[src/rtl/tinytpu_pkg.sv]
// Shared types and width helpers for the tinytpu sequencer.
// State encoding plus functions that derive accumulator and counter widths.
package tinytpu_pkg;

  typedef enum logic [2:0] {
    ST_IDLE,
    ST_LOAD,
    ST_CLR,
    ST_FEED,
    ST_WAIT,
    ST_TX
  } state_t;

  localparam int DEF_D_W = 8;
  localparam int DEF_N   = 2;

  // Room for N products of two D_W-bit operands without overflow.
  function automatic int acc_width(input int d_w, input int n);
    return 2 * d_w + $clog2(n);
  endfunction

  // Width of a counter that runs 0..span-1.
  function automatic int cnt_width(input int span);
    return (span < 2) ? 1 : $clog2(span);
  endfunction

  function automatic int bit_cnt_width(input int d_w, input int n);
    return cnt_width(n * n * d_w);
  endfunction

  function automatic int feed_cnt_width(input int n);
    return cnt_width(3 * n - 2);
  endfunction

  function automatic int tx_cnt_width(input int acc_w, input int n);
    return cnt_width(n * n * acc_w);
  endfunction

endpackage

[src/rtl/tinytpu_skew_feeder.sv]
// Skewed operand select: row i carries X[i][t-i], column j carries Y[t-j][j],
// zero outside the diagonal band.
module tinytpu_skew_feeder
  import tinytpu_pkg::*;
#(
  parameter int D_W = DEF_D_W,
  parameter int N   = DEF_N,
  parameter int T_W = feed_cnt_width(DEF_N)
) (
  input  logic [T_W-1:0]       t,
  input  logic [N*N*D_W-1:0]   x_buf,
  input  logic [N*N*D_W-1:0]   y_buf,
  output logic [N*D_W-1:0]     x_row,
  output logic [N*D_W-1:0]     y_col
);

  always_comb begin
    x_row = '0;
    y_col = '0;
    for (int i = 0; i < N; i++) begin
      for (int k = 0; k < N; k++) begin
        if (int'(t) == i + k) begin
          x_row[i*D_W +: D_W] = x_buf[(i*N+k)*D_W +: D_W];
          y_col[i*D_W +: D_W] = y_buf[(k*N+i)*D_W +: D_W];
        end
      end
    end
  end

endmodule

[src/rtl/tinytpu_seq_ctrl.sv]
// Sequencer for the tinytpu systolic MAC array: serial operand load, array
// clear, skewed feed, result capture and bit-serial result transmit.
module tinytpu_seq_ctrl
  import tinytpu_pkg::*;
#(
  parameter int D_W   = DEF_D_W,
  parameter int N     = DEF_N,
  parameter int ACC_W = acc_width(D_W, N)
) (
  input  logic                   clk,
  input  logic                   rst,
  input  logic                   data_in_x,
  input  logic                   data_in_y,
  input  logic                   load_en,
  input  logic                   init,
  output logic [N*D_W-1:0]       arr_x,
  output logic [N*D_W-1:0]       arr_y,
  output logic                   arr_valid,
  output logic                   arr_clr,
  input  logic [N*N*ACC_W-1:0]   arr_z,
  output logic                   data_out_z,
  output logic                   tx_ready,
  output logic                   busy
);

  localparam int TOT_IN   = N * N * D_W;
  localparam int TOT_Z    = N * N * ACC_W;
  localparam int FEED_LEN = 3 * N - 2;
  localparam int BIT_W    = bit_cnt_width(D_W, N);
  localparam int FEED_W   = feed_cnt_width(N);
  localparam int TXC_W    = tx_cnt_width(ACC_W, N);

  state_t state, state_nxt;

  logic [BIT_W-1:0]  bit_cnt;
  logic [FEED_W-1:0] feed_cnt;
  logic [TXC_W-1:0]  tx_cnt;
  logic [TOT_IN-1:0] x_buf, y_buf;
  logic [TOT_Z-1:0]  tx_sr, tx_sr_nxt;
  logic [FEED_W-1:0] t_nxt;
  logic [N*D_W-1:0]  feed_x, feed_y;
  logic              last_bit, last_feed, last_tx;

  logic [N*D_W-1:0]  arr_x_nxt, arr_y_nxt;
  logic              arr_valid_nxt, arr_clr_nxt, data_out_z_nxt, tx_ready_nxt, busy_nxt;

  assign last_bit  = (bit_cnt == BIT_W'(TOT_IN - 1));
  assign last_feed = (feed_cnt == FEED_W'(FEED_LEN - 1));
  assign last_tx   = (tx_cnt == TXC_W'(TOT_Z - 1));

  always_ff @(posedge clk or posedge rst) begin
    if (rst) state <= ST_IDLE;
    else     state <= state_nxt;
  end

  always_comb begin
    state_nxt = state;
    if (init) begin
      state_nxt = ST_LOAD;
    end else begin
      case (state)
        ST_IDLE: state_nxt = ST_IDLE;
        ST_LOAD: if (load_en && last_bit) state_nxt = ST_CLR;
        ST_CLR:  state_nxt = ST_FEED;
        ST_FEED: if (last_feed) state_nxt = ST_WAIT;
        ST_WAIT: state_nxt = ST_TX;
        ST_TX:   if (last_tx) state_nxt = ST_IDLE;
        default: state_nxt = ST_IDLE;
      endcase
    end
  end

  always_ff @(posedge clk or posedge rst) begin
    if (rst) begin
      bit_cnt  <= '0;
      feed_cnt <= '0;
      tx_cnt   <= '0;
    end else if (init) begin
      bit_cnt  <= '0;
      feed_cnt <= '0;
      tx_cnt   <= '0;
    end else begin
      if (state == ST_LOAD && load_en) bit_cnt <= last_bit ? '0 : bit_cnt + BIT_W'(1);
      if (state == ST_FEED) feed_cnt <= last_feed ? '0 : feed_cnt + FEED_W'(1);
      if (state == ST_TX) tx_cnt <= last_tx ? '0 : tx_cnt + TXC_W'(1);
    end
  end

  // Bits enter at the top so the first bit received ends up at bit 0.
  always_ff @(posedge clk) begin
    if (init) begin
      x_buf <= '0;
      y_buf <= '0;
    end else if (state == ST_LOAD && load_en) begin
      x_buf <= {data_in_x, x_buf[TOT_IN-1:1]};
      y_buf <= {data_in_y, y_buf[TOT_IN-1:1]};
    end
  end

  assign tx_sr_nxt = (state == ST_WAIT) ? arr_z : (tx_sr >> 1);

  always_ff @(posedge clk) begin
    if (state == ST_WAIT || state == ST_TX) tx_sr <= tx_sr_nxt;
  end

  // Outputs are registered, so the feeder looks at the t of the coming cycle.
  assign t_nxt = (state == ST_FEED) ? feed_cnt + FEED_W'(1) : '0;

  tinytpu_skew_feeder #(
    .D_W (D_W),
    .N   (N),
    .T_W (FEED_W)
  ) u_skew_feeder (
    .t     (t_nxt),
    .x_buf (x_buf),
    .y_buf (y_buf),
    .x_row (feed_x),
    .y_col (feed_y)
  );

  always_comb begin
    arr_x_nxt      = '0;
    arr_y_nxt      = '0;
    arr_valid_nxt  = 1'b0;
    arr_clr_nxt    = 1'b0;
    data_out_z_nxt = 1'b0;
    tx_ready_nxt   = 1'b0;
    busy_nxt       = (state_nxt != ST_IDLE);
    case (state_nxt)
      ST_CLR:  arr_clr_nxt = 1'b1;
      ST_FEED: begin
        arr_valid_nxt = 1'b1;
        arr_x_nxt     = feed_x;
        arr_y_nxt     = feed_y;
      end
      ST_TX: begin
        tx_ready_nxt   = 1'b1;
        data_out_z_nxt = tx_sr_nxt[0];
      end
      default: ;
    endcase
  end

  always_ff @(posedge clk or posedge rst) begin
    if (rst) begin
      arr_x      <= '0;
      arr_y      <= '0;
      arr_valid  <= 1'b0;
      arr_clr    <= 1'b0;
      data_out_z <= 1'b0;
      tx_ready   <= 1'b0;
      busy       <= 1'b0;
    end else begin
      arr_x      <= arr_x_nxt;
      arr_y      <= arr_y_nxt;
      arr_valid  <= arr_valid_nxt;
      arr_clr    <= arr_clr_nxt;
      data_out_z <= data_out_z_nxt;
      tx_ready   <= tx_ready_nxt;
      busy       <= busy_nxt;
    end
  end

endmodule

[config.mk]
export PLATFORM = sky130hd
export DESIGN_NAME = tinytpu_seq_ctrl
export DESIGN_NICKNAME = d
export VERILOG_FILES = /design/src/rtl/tinytpu_pkg.sv /design/src/rtl/tinytpu_skew_feeder.sv /design/src/rtl/tinytpu_seq_ctrl.sv
export SDC_FILE = /design/constraint.sdc
export NUM_CORES = 1
export LEC_CHECK = 0
export ABC_AREA = 1
export BUFFER_PORTS_ARGS = -buffer_cell sky130_fd_sc_hd__buf_2
export CAP_MARGIN = 20
export CORE_MARGIN = 1
export CORE_UTILIZATION = 35
export CTS_BUF_LIST = sky130_fd_sc_hd__clkbuf_8
export DETAILED_ROUTE_END_ITERATION = 16
export GPL_TIMING_DRIVEN = 1
export PLACE_DENSITY_LB_ADDON = 0.15
export SLEW_MARGIN = 20
export SYNTH_ARGS = -nofsm -noshare
export SYNTH_HDL_FRONTEND = slang
export SYNTH_SLANG_ARGS = --single-unit
[constraint.sdc]
create_clock -name clk -period 2.58 [get_ports clk]
set_input_delay 0.387 -clock clk [delete_from_list [all_inputs] [get_ports clk]]
set_output_delay 0.387 -clock clk [all_outputs]
set_load 0.01 [all_outputs]
==> summary.md, run 1 <==
| Metric | Value |
|---|---|
| Total routed wire length on the met1 layer | `6790 µm` |
| Die Ht | `146 µm` |
| Number of max-capacitance violations reported | `0` |
| Unrepaired setup endpoints after global routing | `no` |
| Sw Ratio | `22.8%` |
| Most area-consuming cells after synthesis | `sky130_fd_sc_hd__edfxtp_1 (28%), sky130_fd_sc_hd__dfrtp_1 (19%), sky130_fd_sc_hd__dfxtp_1 (18%)` |
| Worst Path Max Fanout | `33` |
| Die outline area | `21400 µm²` |
| Wire length on met2 | `6200 µm` |
| Number of endpoints failing setup at the final stage | `0` |
| Slew @ Worst Pin | `0.615 ns` |
| DR vias | `4714` |
| Internal | `0.00401 W` |
| Outcome | `complete, no violations` |
| Highest-count cells in the layout ignoring fill and taps | `sky130_fd_sc_hd__inv_1 (116), sky130_fd_sc_hd__buf_2 (110), sky130_fd_sc_hd__o22ai_1 (96)` |
| Share of power burned in registers | `58.3%` |
| Antenna cells | `0` |
| Uppermost signal routing layer after detailed routing | `met4` |
| Post-route fraction of the period consumed by the critical path | `80.7%` |
| Final Max Slew Viols | `0` |
| Setup crit start kind | `register` |
| Setup TNS Final | `0 ns` |
| Nature of the critical path endpoint | `register` |
| Drt first pass iters | `4` |
| Synthesized netlist net count | `706` |
| Number of warnings printed during yosys synthesis | `0` |
| Standard-cell row count | `52` |
| Cell area after layout | `8580 µm²` |
| WP data arrival | `2.45 ns` |
| I/O Buffers | `110` |
| Number of buffers on the longest clock path | `2` |
| Average wire per cell in the routed design | `13.6 µm` |
| Summed instance area of the synthesized netlist | `7290 µm²` |
| Mean number of vias per cell | `4.61` |
| Clock-pin transition on the worst setup and hold timing paths | `0.10 ns` |
| Count of distinct cell types in the synthesized netlist | `27` |
| Via count of the first global-routing pass | `4814` |
| Clk Latency, worst-skew pair | `0.46 ns` |
| Initial core utilization | `35.9%` |
| Filler Cells Inserted | `2011` |
| Clk pwr share | `38.1%` |
| Destination of the critical timing path | `arr_y[10]` |
| Number of clock buffers inserted by TritonCTS | `17` |
| Fraction of final layout cells with drive strength greater than 1 | `31.8%` |
| Source of the worst register-to-register timing path | `bit_cnt[0]` |
| Sequential-to-total area share from yosys stat | `63.7%` |
| Most frequent standard cell in the layout excluding fill and tap cells | `sky130_fd_sc_hd__inv_1` |
| Worst hold margin | `0.199 ns` |
| Global Route Usage Sum | `13.9%` |
| Ratio of total power to cell area | `605 nW/µm²` |
| Post-Route WL | `13900 µm` |
| Slew headroom | `59.0%` |
| Met3 WL | `606 µm` |
| Count of pins on the block boundary | `111` |
| Launching element of the worst setup path | `bit_cnt[0]` |
| Remaining routing DRC violations | `0` |
| Maximum level of the CTS H-tree | `4` |
| End of the worst register-to-register path | `arr_y[10]` |
| Detail Placement HPWL | `9070 µm` |
| Post-cts repair resize count | `0` |
| Count of mapped cells out of synthesis | `627` |
| Leakage Power | `3.39 nW` |
| Synthesis-stage register bit count | `185` |
| Reg-to-reg setup timing slack | `0.50 ns` |
| Highest clock rate | `0.480 GHz` |
| Required time of the worst setup path | `2.95 ns` |
| Worst R2R Path Depth | `11` |
| Most area-hungry cell type in the Yosys netlist | `sky130_fd_sc_hd__edfxtp_1` |
| CTS root buffer | `sky130_fd_sc_hd__clkbuf_8` |
| Post-placement cell count | `989` |
| Syn_area_per_cell | `11.6 µm²` |
| Final-report hold violation count | `0` |
| Net total in the final layout | `818` |
| Residual overflow from global routing | `0` |
| Maximum resistive drop on vdd | `277 µV` |
| Pin count of the biggest net entering global routing | `65` |
| Switching pwr | `0.00119 W` |
| Synth top area share | `27.6%` |
| Total number of clock tree sinks | `185` |
| Fraction of power consumed by combinational cells | `3.6%` |
| Area used by sequential logic in the layout | `4640 µm²` |
| Post-layout min period | `2.08 ns` |
| Count of nets left with antenna violations after detail routing | `0` |
| Die width | `146 µm` |
| Final cell count without fillers | `1022` |
| Area of the core | `20300 µm²` |
| Class of the most critical hold timing path | `in2reg` |
| Antenna violations before repair | `0` |
| CTS tree | `built` |
| Detailed router's first-iteration violation count | `220` |
| Final weighted congestion in routability-driven placement | `0.747` |
| Kind of critical path | `reg2reg` |
| Multi-input gate area in the final layout | `2020 µm²` |
| Worst clock skew | `0.0137 ns` |
| Placed standard-cell area | `8170 µm²` |
| Synth-to-layout area growth | `17.7%` |
| Global-route wire length before repair | `23800 µm` |
-- kinds of logic after synthesis --
family	synth area share, %
buf+inv	8.63
compound gates	9.99
mux	10.4
fa+ha+maj	0.858
xor+xnor	0.120
flops	63.7
simple gates	6.33
-- worst min path at each step --
stage	start	endpoint	cells after the start
after floorplan	x_buf[0]	x_buf[0]	2
after global placement	x_buf[0]	x_buf[0]	2
after detailed placement	y_buf[0]	y_buf[0]	2
after CTS	init	feed_cnt[1]	2
after global routing	init	feed_cnt[1]	2
final	init	feed_cnt[1]	2
-- power groups by stage --
stage | registers, W | clock network [W] | logic, W
detailed placement | 0.00309 | 0 | 0.000190
global route | 0.00303 | 0.00219 | 0.000212
CTS | 0.00303 | 0.00207 | 0.000192
floorplan | 0.00309 | 0 | 0.0000989
finish | 0.00303 | 0.00198 | 0.000188
global placement | 0.00309 | 0 | 0.000186
-- critical path, cell delays in order (launching register included) --
cell and delay, ns:
sky130_fd_sc_hd__dfrtp_1 0.42, sky130_fd_sc_hd__ha_1 0.23, sky130_fd_sc_hd__inv_1 0.07, sky130_fd_sc_hd__nor3_1 0.05, sky130_fd_sc_hd__ha_1 0.18, sky130_fd_sc_hd__nand2_1 0.08
sky130_fd_sc_hd__inv_1 0.04, sky130_fd_sc_hd__nor2_1 0.09, sky130_fd_sc_hd__nor2_1 0.06, sky130_fd_sc_hd__nand3_2 0.10, sky130_fd_sc_hd__nand4_4 0.42, sky130_fd_sc_hd__nor2_1 0.26
-- final cells by class --
cell class	count	area share (%)
Clock buffer	18	2.89
Clock inverter	14	1.81
Inverter	122	5.34
Multi-Input combinational cell	291	23.5
Sequential cell	185	54.1
Tap cell	270	3.94
Timing Repair Buffer	122	8.37
-- flip-flops by register name, indices dropped and copies added (netlist names) --
register	cells
x_buf	32
busy	1
tx_cnt	7
state	3
tx_ready	1
arr_x	16
bit_cnt	5
arr_y	16
y_buf	32
arr_valid	1
arr_clr	1
feed_cnt	2
data_out_z	1
tx_sr	67
-- cells in the mapped netlist --
library cell	number
sky130_fd_sc_hd__xor2_1	1
sky130_fd_sc_hd__or2_2	1
sky130_fd_sc_hd__dfxtp_1	64
sky130_fd_sc_hd__a21oi_1	13
sky130_fd_sc_hd__buf_6	3
sky130_fd_sc_hd__nand4_4	1
sky130_fd_sc_hd__a41oi_1	1
sky130_fd_sc_hd__buf_2	11
sky130_fd_sc_hd__nand3_2	6
sky130_fd_sc_hd__nand3_1	14
sky130_fd_sc_hd__and3b_1	1
sky130_fd_sc_hd__dfrtp_1	54
sky130_fd_sc_hd__inv_2	5
sky130_fd_sc_hd__clkbuf_1	8
sky130_fd_sc_hd__edfxtp_1	67
sky130_fd_sc_hd__ha_1	5
sky130_fd_sc_hd__mux2_2	67
sky130_fd_sc_hd__nor3_1	1
sky130_fd_sc_hd__inv_1	117
sky130_fd_sc_hd__nand4_1	3
sky130_fd_sc_hd__nand2_1	24
sky130_fd_sc_hd__nand2_2	2
sky130_fd_sc_hd__o22ai_1	96
sky130_fd_sc_hd__a21oi_2	1
sky130_fd_sc_hd__buf_4	7
sky130_fd_sc_hd__nor2_1	45
sky130_fd_sc_hd__o21ai_0	9
-- routing by layer --
layer | vias up | track usage (%)
met3 | 18 | 3.56
met1 | 2219 | 18.8
met5 | - | 0
met4 | 0 | 5.99
li1 | 2376 | -
met2 | 101 | 21.1
-- per-stage QoR --
step / setup WS (ns) / utilization [%] / total power, W
5_1_grt: 0.182 / 42.3 / 0.00543
2_1_floorplan: 0.0376 / - / 0.00319
4_1_cts: 0.408 / 42.3 / 0.00529
6_report: 0.499 / 42.3 / 0.00519
3_5_place_dp: 0.445 / 40.2 / 0.00328
3_3_place_gp: 0.554 / 40.2 / 0.00328
-- timing repair --
item,CTS,global route
endpoints found under the hold margin,24,0
hold buffers,1,0
buffers inserted,0,0
Power figures use the tool's default switching activity.
==> run 2: changes to the inputs <==
==> constraint.sdc (replaced) <==
create_clock -name clk -period 2.1 [get_ports clk]
set_input_delay 0.315 -clock clk [delete_from_list [all_inputs] [get_ports clk]]
set_output_delay 0.315 -clock clk [all_outputs]
set_load 0.01 [all_outputs]
==> run 2 against run 1 <==
  * Flip-flop and latch count stayed put
  * Combinational power increased by 32%
  * Critical path depth grew 1
  * Sequential power rose by 23%
  * Non-clock buffer count grew 1
  * Highest routed layer unchanged
  * Worst hold slack got worse by 0.083 ns
  * Final cell count is 0.39% higher
==> summary.md, run 2 (same netlist as run 1, synthesis figures left out) <==
| Metric | Value |
|---|---|
| Outcome | `complete, no violations` |
| Cells along the critical path | `ha_1 > inv_1 > nor3_2 > ha_2 > nand2_1 > inv_1 > nor2_1 > nor2_1 > nand3_2 > nand4_4 > buf_12 > nor2_1` |
| Pin count of the biggest net entering global routing | `69 (+6.2%)` |
| I/O Buffers | `110 (unchanged)` |
| Antenna violations before repair | `0 (unchanged)` |
| Die outline area | `21400 µm² (unchanged)` |
| Multi-input gate area in the final layout | `2070 µm² (+2.5%)` |
| Mean number of vias per cell | `4.70 (+1.9%)` |
| Worst hold margin | `0.116 ns (-0.0831 ns)` |
| Post-placement cell count | `987 (-0.20%)` |
| Most frequent standard cell in the layout excluding fill and tap cells | `sky130_fd_sc_hd__inv_1` |
| Highest-count cells in the layout ignoring fill and taps | `sky130_fd_sc_hd__inv_1 (117), sky130_fd_sc_hd__buf_2 (110), sky130_fd_sc_hd__o22ai_1 (96)` |
| Die Ht | `146 µm (unchanged)` |
| Remaining routing DRC violations | `0 (unchanged)` |
| Setup crit start kind | `register` |
| Worst Path Max Fanout | `17 (-48%)` |
| Slew headroom | `56.7% (-2.3 points)` |
| Fraction of final layout cells with drive strength greater than 1 | `32.2% (+0.40 points)` |
| Maximum resistive drop on vdd | `344 µV (+24%)` |
| Area of the core | `20300 µm² (unchanged)` |
| Total number of clock tree sinks | `185 (unchanged)` |
| Drt first pass iters | `4 (unchanged)` |
| Number of max-capacitance violations reported | `0 (unchanged)` |
| Largest Register | `tx_sr` |
| Die width | `146 µm (unchanged)` |
| Residual overflow from global routing | `0 (unchanged)` |
| Global-route wire length before repair | `23800 µm (about the same)` |
| Net total in the final layout | `821 (+0.37%)` |
| Cell with the largest stage delay on the worst path | `sky130_fd_sc_hd__dfrtp_1` |
| Via count of the first global-routing pass | `4849 (+0.73%)` |
| Initial core utilization | `35.9% (unchanged)` |
| Final-report hold violation count | `0 (unchanged)` |
| Worst clock skew | `0.0139 ns (+0.000178 ns)` |
| Final weighted congestion in routability-driven placement | `0.774 (+3.7%)` |
| Final cell count without fillers | `1026 (+0.39%)` |
| Slew @ Worst Pin | `0.649 ns (+0.0335 ns)` |
| Number of clock buffers inserted by TritonCTS | `17 (unchanged)` |
| Count of nets left with antenna violations after detail routing | `0 (unchanged)` |
| Number of endpoints failing setup at the final stage | `0 (unchanged)` |
| WP data arrival | `2.28 ns (-0.17 ns)` |
| Clock-pin transition on the worst setup and hold timing paths | `0.09 ns (about the same)` |
| Cell mode on critical path | `sky130_fd_sc_hd__nor2_1` |
| Maximum level of the CTS H-tree | `4 (unchanged)` |
| Leakage Power | `3.39 nW (about the same)` |
| Count of cell instances traversed by the critical path | `12 (+1)` |
| Synth-to-layout area growth | `18.4%` |
| CTS root buffer | `sky130_fd_sc_hd__clkbuf_8` |
| Worst R2R Path Depth | `12 (+1)` |
| Clk Latency, worst-skew pair | `0.45 ns (about the same)` |
| Post-route fraction of the period consumed by the critical path | `92.3% (+12 points)` |
| Top flop regs | `tx_sr x67, x_buf x32, y_buf x32` |
| CTS tree | `built` |
| Worst hold path depth | `2 (unchanged)` |
| Count of pins on the block boundary | `111 (unchanged)` |
| Class of the most critical hold timing path | `in2reg` |
| Filler Cells Inserted | `1988 (-1.1%)` |
| WP buf/inv | `3 (+1)` |
| Kind of cell with the highest combined delay on the critical path | `simple AND/OR/NAND/NOR gates` |
| Flip-flop count of the largest register after layout | `67 (unchanged)` |
| Global Route Usage Sum | `14.0% (+0.10 points)` |
| Detail Placement HPWL | `8970 µm (-1.2%)` |
| Detailed router's first-iteration violation count | `290 (+32%)` |
| Util after Layout | `42.5% (+0.24 points)` |
| Unrepaired setup endpoints after global routing | `no` |
| Nature of the critical path endpoint | `register` |
| Area used by sequential logic in the layout | `4640 µm² (unchanged)` |
| DR vias | `4822 (+2.3%)` |
| Highest clock rate | `0.516 GHz (+7.4%)` |
| Ratio of total power to cell area | `735 nW/µm² (+21%)` |
| Post-layout min period | `1.94 ns (-0.143 ns)` |
| Post-Route WL | `14600 µm (+4.8%)` |
| Number of buffers on the longest clock path | `2 (unchanged)` |
| Required time of the worst setup path | `2.44 ns (-0.51 ns)` |
| Kind of critical path | `reg2reg` |
| Slowest stage delay, CP | `0.39 ns (-0.03 ns)` |
| Standard-cell row count | `52 (unchanged)` |
| Average wire per cell in the routed design | `14.2 µm (+4.4%)` |
| Final Max Slew Viols | `0 (unchanged)` |
[run 2: cell types whose count changed in the layout (fill, tap and decap cells not counted)]
cell / previous run / this run
sky130_fd_sc_hd__diode_2: 0 / 1
sky130_fd_sc_hd__clkinv_4: 0 / 1
sky130_fd_sc_hd__inv_4: 2 / 1
sky130_fd_sc_hd__inv_1: 116 / 117
sky130_fd_sc_hd__clkinv_2: 2 / 3
sky130_fd_sc_hd__buf_4: 5 / 6
sky130_fd_sc_hd__nor3_2: 0 / 1
sky130_fd_sc_hd__clkinvlp_4: 0 / 2
sky130_fd_sc_hd__nor3_1: 1 / 0
sky130_fd_sc_hd__nand4_4: 1 / 3
sky130_fd_sc_hd__ha_1: 4 / 3
sky130_fd_sc_hd__ha_2: 1 / 2
sky130_fd_sc_hd__inv_6: 7 / 4
sky130_fd_sc_hd__inv_8: 1 / 0
[run 2: final cells by class]
| cell class | instances | share of cell area, % |
|---|---|---|
| repair buffers | 123 | 8.41 |
| multi-input cells | 293 | 24.0 |
| flip-flops and latches | 185 | 53.8 |
| diodes | 1 | 0.0290 |
| well taps | 270 | 3.91 |
| clock inverters | 14 | 1.67 |
| clock buffers | 18 | 2.87 |
| inverters | 122 | 5.31 |
[run 2: metrics by stage]
| stage | worst slack (ns) | area [µm²] | total power, W | setup TNS [ns] |
|---|---|---|---|---|
| floorplan | 0.271 | 7290 | 0.00392 | 0 |
| CTS | 0.0510 | 8560 | 0.00645 | 0 |
| finish | 0.162 | 8630 | 0.00634 | 0 |
| global route | 0.00709 | 8630 | 0.00664 | 0 |
| global placement | 0.0710 | 8140 | 0.00403 | 0 |
| detailed placement | -0.0464 | 8140 | 0.00404 | -0.679 |
[run 2: final timing paths]
kind	from	end	slack, ns
max	bit_cnt[1]	arr_x[12]	0.16
min	init	feed_cnt[0]	0.12
max reg2reg	bit_cnt[1]	arr_x[12]	0.16
min reg2reg	x_buf[0]	x_buf[0]	0.48
max in group asynchronous	rst	feed_cnt[1]	1.01
min in group asynchronous	rst	arr_x[12]	0.49
[run 2: timing repair]
action | 4_1_cts | 5_1_grt
setup endpoints to repair | 32 | 33
resized for setup | 1 | 3
pin swaps | 0 | 2
buffers inserted | 0 | 3
gates cloned | 1 | 1
hold buffers | 1 | 0
hold endpoints to repair | 26 | 0
[run 2: routing by layer]
layer / vias up / GRT usage (%) / part of all wire (%)
li1: 2379 / - / -
met2: 122 / 21.9 / 46
met1: 2319 / 18.9 / 49
met5: - / 0 / 0
met4: 0 / 3.59 / 0.32
met3: 2 / 4.22 / 4.9
[run 2: power by group]
part	switching (W)	internal [W]
clock	0.00128	0.00110
sequential	0.00000870	0.00371
combinational	0.000150	0.0000984
